--- config.mk ---
export PLATFORM = sky130hd
export DESIGN_NAME = parity_rx
export DESIGN_NICKNAME = d
export VERILOG_FILES = /design/src/rtl/serial_pkg.sv /design/src/rtl/gexor.sv /design/src/rtl/parity_rx.sv
export SDC_FILE = /design/constraint.sdc
export NUM_CORES = 1
export LEC_CHECK = 0
export ABC_AREA = 1
export CAP_MARGIN = 5
export CORE_MARGIN = 2
export CORE_UTILIZATION = 45
export DETAILED_ROUTE_END_ITERATION = 6
export PLACE_DENSITY = 0.66
export SYNTH_ARGS = -nofsm -noshare
export SYNTH_HDL_FRONTEND = slang
export SYNTH_SLANG_ARGS = --single-unit
--- constraint.sdc ---
create_clock -name clk -period 2.6 [get_ports clk]
set_clock_uncertainty 0.15 [all_clocks]
set_input_delay 0.52 -clock clk [delete_from_list [all_inputs] [get_ports clk]]
set_output_delay 0.52 -clock clk [all_outputs]
set_load 0.02 [all_outputs]
--- src/rtl/serial_pkg.sv ---
// Shared definitions for the serial receive path: FSM encoding, default word
// width and parity-mode selectors.
package serial_pkg;

  typedef enum logic [1:0] {
    ST_IDLE   = 2'd0,
    ST_DATA   = 2'd1,
    ST_PARITY = 2'd2,
    ST_STOP   = 2'd3
  } state_t;

  localparam int unsigned DEFAULT_DATA_W = 8;

  localparam bit PARITY_EVEN = 1'b0;
  localparam bit PARITY_ODD  = 1'b1;

endpackage

--- src/rtl/gexor.sv ---
// Generic two-input XOR cell.
module gexor (
  input  logic a,
  input  logic b,
  output logic y_c
);

  assign y_c = a ^ b;

endmodule

--- src/rtl/parity_rx.sv ---
// Serial frame receiver: start bit, DATA_W data bits LSB first, parity bit,
// stop bit; presents the word with parity and framing status.
module parity_rx
  import serial_pkg::*;
#(
  parameter int unsigned DATA_W     = DEFAULT_DATA_W,
  parameter bit          ODD_PARITY = PARITY_EVEN
) (
  input  logic              clk,
  input  logic              rst_n,
  input  logic              en,
  input  logic              sin,
  output logic [DATA_W-1:0] dout,
  output logic              valid,
  output logic              perr,
  output logic              ferr,
  output logic              busy
);

  localparam int unsigned       CNT_W    = $clog2(DATA_W + 1);
  localparam logic [CNT_W-1:0]  LAST_BIT = CNT_W'(DATA_W - 1);

  state_t              state;
  logic [CNT_W-1:0]    cnt;
  logic [DATA_W-1:0]   sreg;
  logic                acc;
  logic                acc_nxt_c;
  logic                perr_q;

  // Running parity: the same XOR serves data accumulation and the parity check.
  gexor u_acc_xor (
    .a   (acc),
    .b   (sin),
    .y_c (acc_nxt_c)
  );

  // Frame FSM; every transition waits for a bit strobe, valid self-clears.
  always_ff @(posedge clk or negedge rst_n) begin
    if (!rst_n) begin
      state  <= ST_IDLE;
      cnt    <= '0;
      sreg   <= '0;
      acc    <= 1'b0;
      perr_q <= 1'b0;
      dout   <= '0;
      valid  <= 1'b0;
      perr   <= 1'b0;
      ferr   <= 1'b0;
      busy   <= 1'b0;
    end else begin
      valid <= 1'b0;
      if (en) begin
        case (state)
          ST_IDLE: begin
            if (!sin) begin
              state <= ST_DATA;
              cnt   <= '0;
              acc   <= 1'b0;
              busy  <= 1'b1;
            end
          end
          ST_DATA: begin
            sreg <= {sin, sreg[DATA_W-1:1]};
            acc  <= acc_nxt_c;
            cnt  <= cnt + CNT_W'(1);
            if (cnt == LAST_BIT) begin
              state <= ST_PARITY;
            end
          end
          ST_PARITY: begin
            perr_q <= acc_nxt_c ^ ODD_PARITY;
            state  <= ST_STOP;
          end
          ST_STOP: begin
            dout  <= sreg;
            perr  <= perr_q;
            ferr  <= ~sin;
            valid <= 1'b1;
            busy  <= 1'b0;
            state <= ST_IDLE;
          end
          default: state <= ST_IDLE;
        endcase
      end
    end
  end

endmodule

==> summary.txt, run 1 <==
status - complete, no violations
post-layout min period - 2.00 ns
GR Overflow Total - 0
initial antenna violation count - 0
critical path peak fanout - 2
period utilization - 76.7%
hold path startpoint - sreg[0]$_DFFE_PN0P_
clock net sink count - 28
Skew-Pair Late Insertion Delay - 0.32 ns
layout cells sized above 1 - 9.59%
hold_ws - 0.343 ns
Pre-antenna DRT Iters - 4
first-pass GRT wire length - 3.43 mm
met3 Usage GRT - 2.79%
max_cap viols - 0
full die area - 3100 um2
core area - 2500 um2
CTS tree - built
CTS clk-pin slew, worst paths - 0.14 ns
synth warn - 0
met2 Track Usage GR - 21.9%
min-delay worst type - reg -> reg
Reg-to-Reg End - sreg[7]$_DFFE_PN0P_
Starting Density - 48.0%
Mapped Cells - 128
Slew Limit Fails - 0
busiest grt layer - met2
Syn-to-layout area delta - 17.9%
Vias - 860
Worst Tran Pin Value - 0.366 ns
Worst setup SP type - register
CP top delay family - buffers and inverters
CP peak stage delay - 0.62 ns
fmax - 501 MHz
post-synth cell types - 18
CP max stage cell - clkdlybuf4s50_1
IO buf count - 15
Power, Total - 0.00159 W
average cell area after synthesis - 9.37 um2
Vias/cell - 4.89
Slew Limit Headroom - 75.5%
# DRC - 0
CP Class - reg -> out
DR iter-0 viols - 15
Hold Buf Count CTS - 0
setup TNS - 0 ns
Area after DPL - 1380 um2
worst path arrival time - 1.33 ns
Die Ht - 55.6 um
DPL Wire Length - 1.45 mm
pwr dens - 1130 nW/um2
drt total wl - 2.02 mm
CTS buffer count - 3
commonest non-fill, non-tap cell in the layout - nand2_1
vias in the first global route - 766
RSZ-0062 raised after global routing - false
crit path cell chain - clkdlybuf4s50_1
Seq cells post-synth - 28
Die X-Extent - 55.6 um
R2R Setup Slk - 1.05 ns
CP required - 1.93 ns
DP Worst Slack - 0.710 ns
Placer Congestion - 0.749
IO Count - 16
critical path buffer and inverter count - 1
Hold Path End - dout[0]$_DFFE_PN0P_
ANT cells - 0
DRT antenna net count - 0
post-route cell area - 1420 um2
setup ws final - 0.605 ns
M1 GR Usage - 19.3%
Setup Buffers After CTS - 0
Routed WL per cell - 11.5 um
Critical Path Sink Type - output pin
syn_nets - 138
Final Setup Violations - 0
post_cts resized - 0
Fin. Hold Viols - 0
largest net degree at the start of global routing - 29
synthesized area - 1200 um2
sequential cell area - 701 um2
CTS Buffer Depth - 2
P_leak - 0.694 nW
Worst Reg-to-Reg Cells - 5
commonest non-fill, non-tap cells in the layout - 40 x nand2_1, 28 x dfrtp_1, 19 x o21ai_1
Crit. path cell count - 1
GRT Total Usage - 14.3%
Multi-input gate area - 430 um2
# nets final - 157
CTS H-tree depth - 1
CTS Root Buffer Type - clkbuf_4
register area share after synthesis - 58.4%
Hold Path Stages - 2
std cell rows - 18
RR Startpoint - state[1]$_DFFE_PN0P_
Filler Cell Count - 210
worst vdd ir - 0.615 mV
## routing by layer
metal  wire [um]  vias to the layer above
met3          67                        5
li1            -                      450
met4          43                        0
met1        1020                      388
met5           0                        -
met2         891                       17
## cells by family (layout without fill, tap and decap cells)
logic type      Yosys count  count (layout)  share of synthesized area, %
compound gates           23              23                          10.0
xor+xnor                  1               1                         0.730
fa+ha+maj                 6               6                          6.26
buf+inv                  16              34                          5.73
flops                    28              28                          58.4
simple gates             54              54                          18.9
## flip-flops by register name, indices dropped and copies added, names as in the netlist
| name | count |
|---|---|
| perr | 1 |
| state | 2 |
| dout | 8 |
| acc | 1 |
| sreg | 8 |
| ferr | 1 |
| cnt | 4 |
| busy | 1 |
| perr_q | 1 |
| valid | 1 |
## metrics by stage
stage,cells,util [%]
3_3_place_gp,172,55.2
4_1_cts,176,56.6
2_1_floorplan,128,-
5_1_grt,176,56.6
3_5_place_dp,172,55.2
6_report,176,56.6
## cells in the mapped netlist
master / instances / area [um2]
a21oi_1: 2 / 10.0
a31o_2: 1 / 8.76
a31oi_1: 1 / 6.26
buf_2: 1 / 5.00
buf_6: 1 / 11.3
dfrtp_1: 28 / 701
ha_1: 6 / 75.1
inv_1: 11 / 41.3
inv_2: 3 / 11.3
nand2_1: 40 / 150
nand2_2: 2 / 12.5
nand3_1: 5 / 25.0
nand4_1: 2 / 12.5
nor2_1: 2 / 7.51
nor2_2: 1 / 6.26
o21ai_1: 19 / 95.1
or2_2: 2 / 12.5
xnor2_1: 1 / 8.76
## power by group
group / switching [W] / leakage [nW] / internal, W
Clock: 0.000125 / 0.0210 / 0.0000857
Combinational: 0.000379 / 0.313 / 0.000291
Sequential: 0.000107 / 0.359 / 0.000605
## cell type report
| type | count | area share, % |
|---|---|---|
| multi-input cells | 84 | 30.4 |
| flip-flops and latches | 28 | 49.5 |
| well taps | 30 | 2.65 |
| repair buffers | 16 | 11.1 |
| inverters | 14 | 3.71 |
| clock buffers | 4 | 2.56 |
## worst max-delay path by stage
stage / startpoint / end / slack [ns]
floorplan: state[1]$_DFFE_PN0P_ / sreg[6]$_DFFE_PN0P_ / 1.21
detailed placement: en / dout[5]$_DFFE_PN0P_ / 0.71
global placement: en / dout[6]$_DFFE_PN0P_ / 0.75
global route: busy$_DFFE_PN0P_ / busy / 0.54
CTS: busy$_DFFE_PN0P_ / busy / 0.58
finish: busy$_DFFE_PN0P_ / busy / 0.60
(Power assumes the default switching activity.)
==> run 2: changes to the inputs <==
PLACE_DENSITY = 0.69   (was 0.66)
clock period = 1.7 ns   (was 2.6 ns; I/O delays follow)
==> summary.txt, run 2 (synthesized netlist as in run 1, its figures left out) <==
Skew-Pair Late Insertion Delay - 0.32 ns
crit path launch - perr$_DFFE_PN0P_
Setup Buffers After CTS - 0
full die area - 3100 um2
Die X-Extent - 55.6 um
DR iter-0 viols - 19
IO buf count - 15
std cell rows - 18
Power, Total - 0.00235 W
worst path arrival time - 1.06 ns
CTS tree - built
setup TNS - 0 ns
layout cells sized above 1 - 11.4%
vias in the first global route - 842
worst vdd ir - 0.811 mV
Reg-to-Reg End - acc$_DFFE_PN0P_
min-delay worst type - in -> async
CP required - 1.21 ns
clock net sink count - 28
initial antenna violation count - 0
Worst Reg-to-Reg Cells - 8
IO Count - 16
status - complete, no violations
GRT Total Usage - 14.9%
Setup crit end - perr
Hold Buf Count CTS - 0
period utilization - 91.2%
drt total wl - 1.96 mm
Final Core Density - 56.9%
CP peak stage delay - 0.42 ns
# DRC - 0
largest net degree at the start of global routing - 29
CTS buffer count - 3
Worst setup SP type - register
Final Setup Violations - 0
ANT cells - 0
Slew Limit Fails - 0
max_cap viols - 0
Worst Tran Pin Value - 0.347 ns
pwr dens - 1650 nW/um2
RR Startpoint - state[0]$_DFFE_PN0P_
critical path peak fanout - 2
Placer Congestion - 0.704
CTS Buffer Depth - 2
DRT antenna net count - 0
Pre-antenna DRT Iters - 4
Largest regs - dout: 8 flops, sreg: 8 flops, cnt: 4 flops
Critical Path Sink Type - output pin
fmax - 645 MHz
# nets final - 160
CTS H-tree depth - 1
Routed WL per cell - 10.9 um
R2R Setup Slk - 0.19 ns
commonest non-fill, non-tap cell in the layout - nand2_1
Die Ht - 55.6 um
commonest non-fill, non-tap cells in the layout - 40 x nand2_1, 28 x dfrtp_1, 19 x o21ai_1
post-layout min period - 1.55 ns
Starting Density - 48.0%
CP top delay family - flip-flops
core area - 2500 um2
Slew Limit Headroom - 76.9%
CP max stage cell - dfrtp_1
CTS clk-pin slew, worst paths - 0.15 ns
Fin. Hold Viols - 0
DPL Wire Length - 1.43 mm
Crit. path cell count - 1
Vias - 877
crit path cell chain - dlygate4sd2_1
Syn-to-layout area delta - 18.6%
CTS Root Buffer Type - clkbuf_4
Vias/cell - 4.90
CP Class - reg -> out
RSZ-0062 raised after global routing - false
P_leak - 0.746 nW
first-pass GRT wire length - 3.66 mm
critical path buffer and inverter count - 1
GR Overflow Total - 0
==> run 2: cell count changes in the layout (fill, tap and decap cells not counted) <==
cell and delta:
buf_4 +3, clkdlybuf4s50_1 -12, dlygate4sd2_1 +12
==> run 2: routing by layer <==
metal / GRT usage, % / vias to the layer above / wire [um]
met5: 0 / - / 0
met4: 5.23 / 0 / 23
met3: 3.02 / 4 / 59
met2: 24.7 / 10 / 925
met1: 19.4 / 410 / 951
li1: - / 453 / -
==> run 2: area by class of cell <==
cell class                      count  area (um2)
Timing Repair Buffer               19         165
Multi-Input combinational cell     84         430
Inverter                           14        52.6
Fill cell                         237        1080
Sequential cell                    28         701
Clock buffer                        4        36.3
Tap cell                           30        37.5
==> run 2: repair_timing <==
action / 4_1_cts / 5_1_grt
endpoints found under the hold margin: 0 / 0
endpoints found under the setup margin: 12 / 0
gates resized for setup: 12 / 0
==> run 2: report_power, final <==
part / switching [W] / leakage (nW) / total [W] / internal (W)
clock network: 0.000185 / 0.0210 / 0.000316 / 0.000131
registers: 0.000156 / 0.359 / 0.00108 / 0.000926
logic: 0.000577 / 0.366 / 0.000956 / 0.000379
==> run 2: worst min-delay path by stage <==
stage,end,slack (ns),cells past startpoint
after floorplan,acc$_DFFE_PN0P_,-0.11,0
after CTS,sreg[2]$_DFFE_PN0P_,0.22,2
after detailed placement,dout[0]$_DFFE_PN0P_,0.32,2
after global placement,dout[0]$_DFFE_PN0P_,0.32,2
final,sreg[3]$_DFFE_PN0P_,0.22,2
after global routing,sreg[2]$_DFFE_PN0P_,0.24,2
==> run 2: per-stage QoR <==
stage	area [um2]	std cells	setup slack (ns)	hold slack (ns)
finish	1420	179	0.149	0.216
detailed placement	1400	175	0.0586	0.322
floorplan	1200	128	0.306	-0.106
global route	1420	179	0.0355	0.245
CTS	1420	179	0.132	0.222
global placement	1400	175	0.0756	0.317
==> run 3: changes to the inputs <==
CORE_UTILIZATION = 47   (was 45)
GPL_ROUTABILITY_DRIVEN = 0   (was default)
HOLD_SLACK_MARGIN = 0.15   (was default)
PLACE_DENSITY = 0.72   (was 0.69)
==> summary.txt, run 3 (synthesized netlist as in run 1, its figures left out) <==
status - complete, no violations
critical path peak fanout - 2
# DRC - 0
DR iter-0 viols - 8
Slew Limit Headroom - 76.4%
post-layout min period - 1.55 ns
full die area - 2970 um2
min-delay worst type - in -> async
CP Class - reg -> out
setup TNS - 0 ns
CP top delay family - flip-flops
Setup Buffers After CTS - 0
std cell rows - 18
ANT cells - 0
CTS Buffer Depth - 2
period utilization - 91.4%
Final Setup Violations - 0
Fin. Hold Viols - 0
Critical Path Sink Type - output pin
Largest regs - dout: 8 flops, sreg: 8 flops, cnt: 4 flops
fmax - 644 MHz
core area - 2450 um2
Filler Cell Count - 224
first-pass GRT wire length - 3.30 mm
CTS tree - built
DRT antenna net count - 0
Pre-antenna DRT Iters - 2
IO Count - 16
Final Core Density - 57.1%
vias in the first global route - 814
worst vdd ir - 0.971 mV
GRT Total Usage - 15.8%
commonest non-fill, non-tap cell in the layout - nand2_1
worst path arrival time - 1.06 ns
CP peak stage delay - 0.42 ns
CP required - 1.21 ns
GR Overflow Total - 0
drt total wl - 2.00 mm
CTS clk-pin slew, worst paths - 0.13 ns
Routed WL per cell - 11.3 um
pwr dens - 1640 nW/um2
largest net degree at the start of global routing - 29
Starting Density - 48.9%
crit path cell chain - dlygate4sd2_1
CP max stage cell - dfrtp_1
DPL Wire Length - 1.50 mm
Vias - 861
clock net sink count - 28
layout cells sized above 1 - 10.2%
Skew-Pair Late Insertion Delay - 0.32 ns
CTS H-tree depth - 1
RSZ-0062 raised after global routing - false
IO buf count - 15
Syn-to-layout area delta - 16.8%
Vias/cell - 4.86
Die X-Extent - 54.5 um
max_cap viols - 0
commonest non-fill, non-tap cells in the layout - 40 x nand2_1, 28 x dfrtp_1, 19 x o21ai_1
Worst Tran Pin Value - 0.353 ns
CTS buffer count - 3
critical path buffer and inverter count - 1
Slew Limit Fails - 0
Worst setup SP type - register
P_leak - 0.734 nW
CTS Root Buffer Type - clkbuf_4
# nets final - 159
Die Ht - 54.5 um
initial antenna violation count - 0
run 3: final cells by class:
type	count	area, um2	share of cell area [%]
multi-input combinational	84	430	30.7
clock buffer	3	22.5	1.61
tap	30	37.5	2.68
inverter	14	52.6	3.75
sequential	28	701	50.0
timing repair buffer	18	158	11.3
run 3: worst paths after layout:
path                                      start             endpoint  slack (ns)  depth (start not counted)
min in group clk            dout[0]$_DFFE_PN0P_  dout[0]$_DFFE_PN0P_        0.34                          2
max reg2reg                state[1]$_DFFE_PN0P_  sreg[7]$_DFFE_PN0P_        0.16                          5
max                            busy$_DFFE_PN0P_                 busy        0.15                          1
max in group asynchronous                 rst_n      valid$_DFF_PN0_        0.92                          2
min                                       rst_n  dout[3]$_DFFE_PN0P_        0.23                          2
min reg2reg                 dout[0]$_DFFE_PN0P_  dout[0]$_DFFE_PN0P_        0.34                          2
run 3: metrics by stage:
stage	cell area [um2]	setup slack, ns	power, W	hold WS (ns)	std cells
6_report	1400	0.146	0.00230	0.226	177
5_1_grt	1400	0.0384	0.00251	0.241	177
4_1_cts	1400	0.138	0.00233	0.232	177
3_5_place_dp	1390	0.0562	0.00215	0.315	174
3_3_place_gp	1390	0.0876	0.00211	0.306	174
2_1_floorplan	1200	0.306	0.00176	-0.106	128
run 3: timing repair:
| item | 4_1_cts | 5_1_grt |
|---|---|---|
| hold buffers | 0 | 0 |
| endpoints found under the setup margin | 12 | 0 |
| gates resized for setup | 12 | 0 |
run 3: per-layer routing:
| layer | part of all wire [%] | up-vias | global-route usage, % |
|---|---|---|---|
| met3 | 3.6 | 3 | 3.28 |
| met1 | 48 | 391 | 20.1 |
| met4 | 1.6 | 0 | 5.42 |
| met2 | 47 | 16 | 26.7 |
| met5 | 0 | - | 0 |
| li1 | - | 451 | - |
run 3: where the power goes:
part	switching [W]	total [W]	internal (W)
sequential	0.000157	0.00108	0.000926
combinational	0.000585	0.000952	0.000367
clock	0.000177	0.000260	0.0000832
total	0.000920	0.00230	0.00138
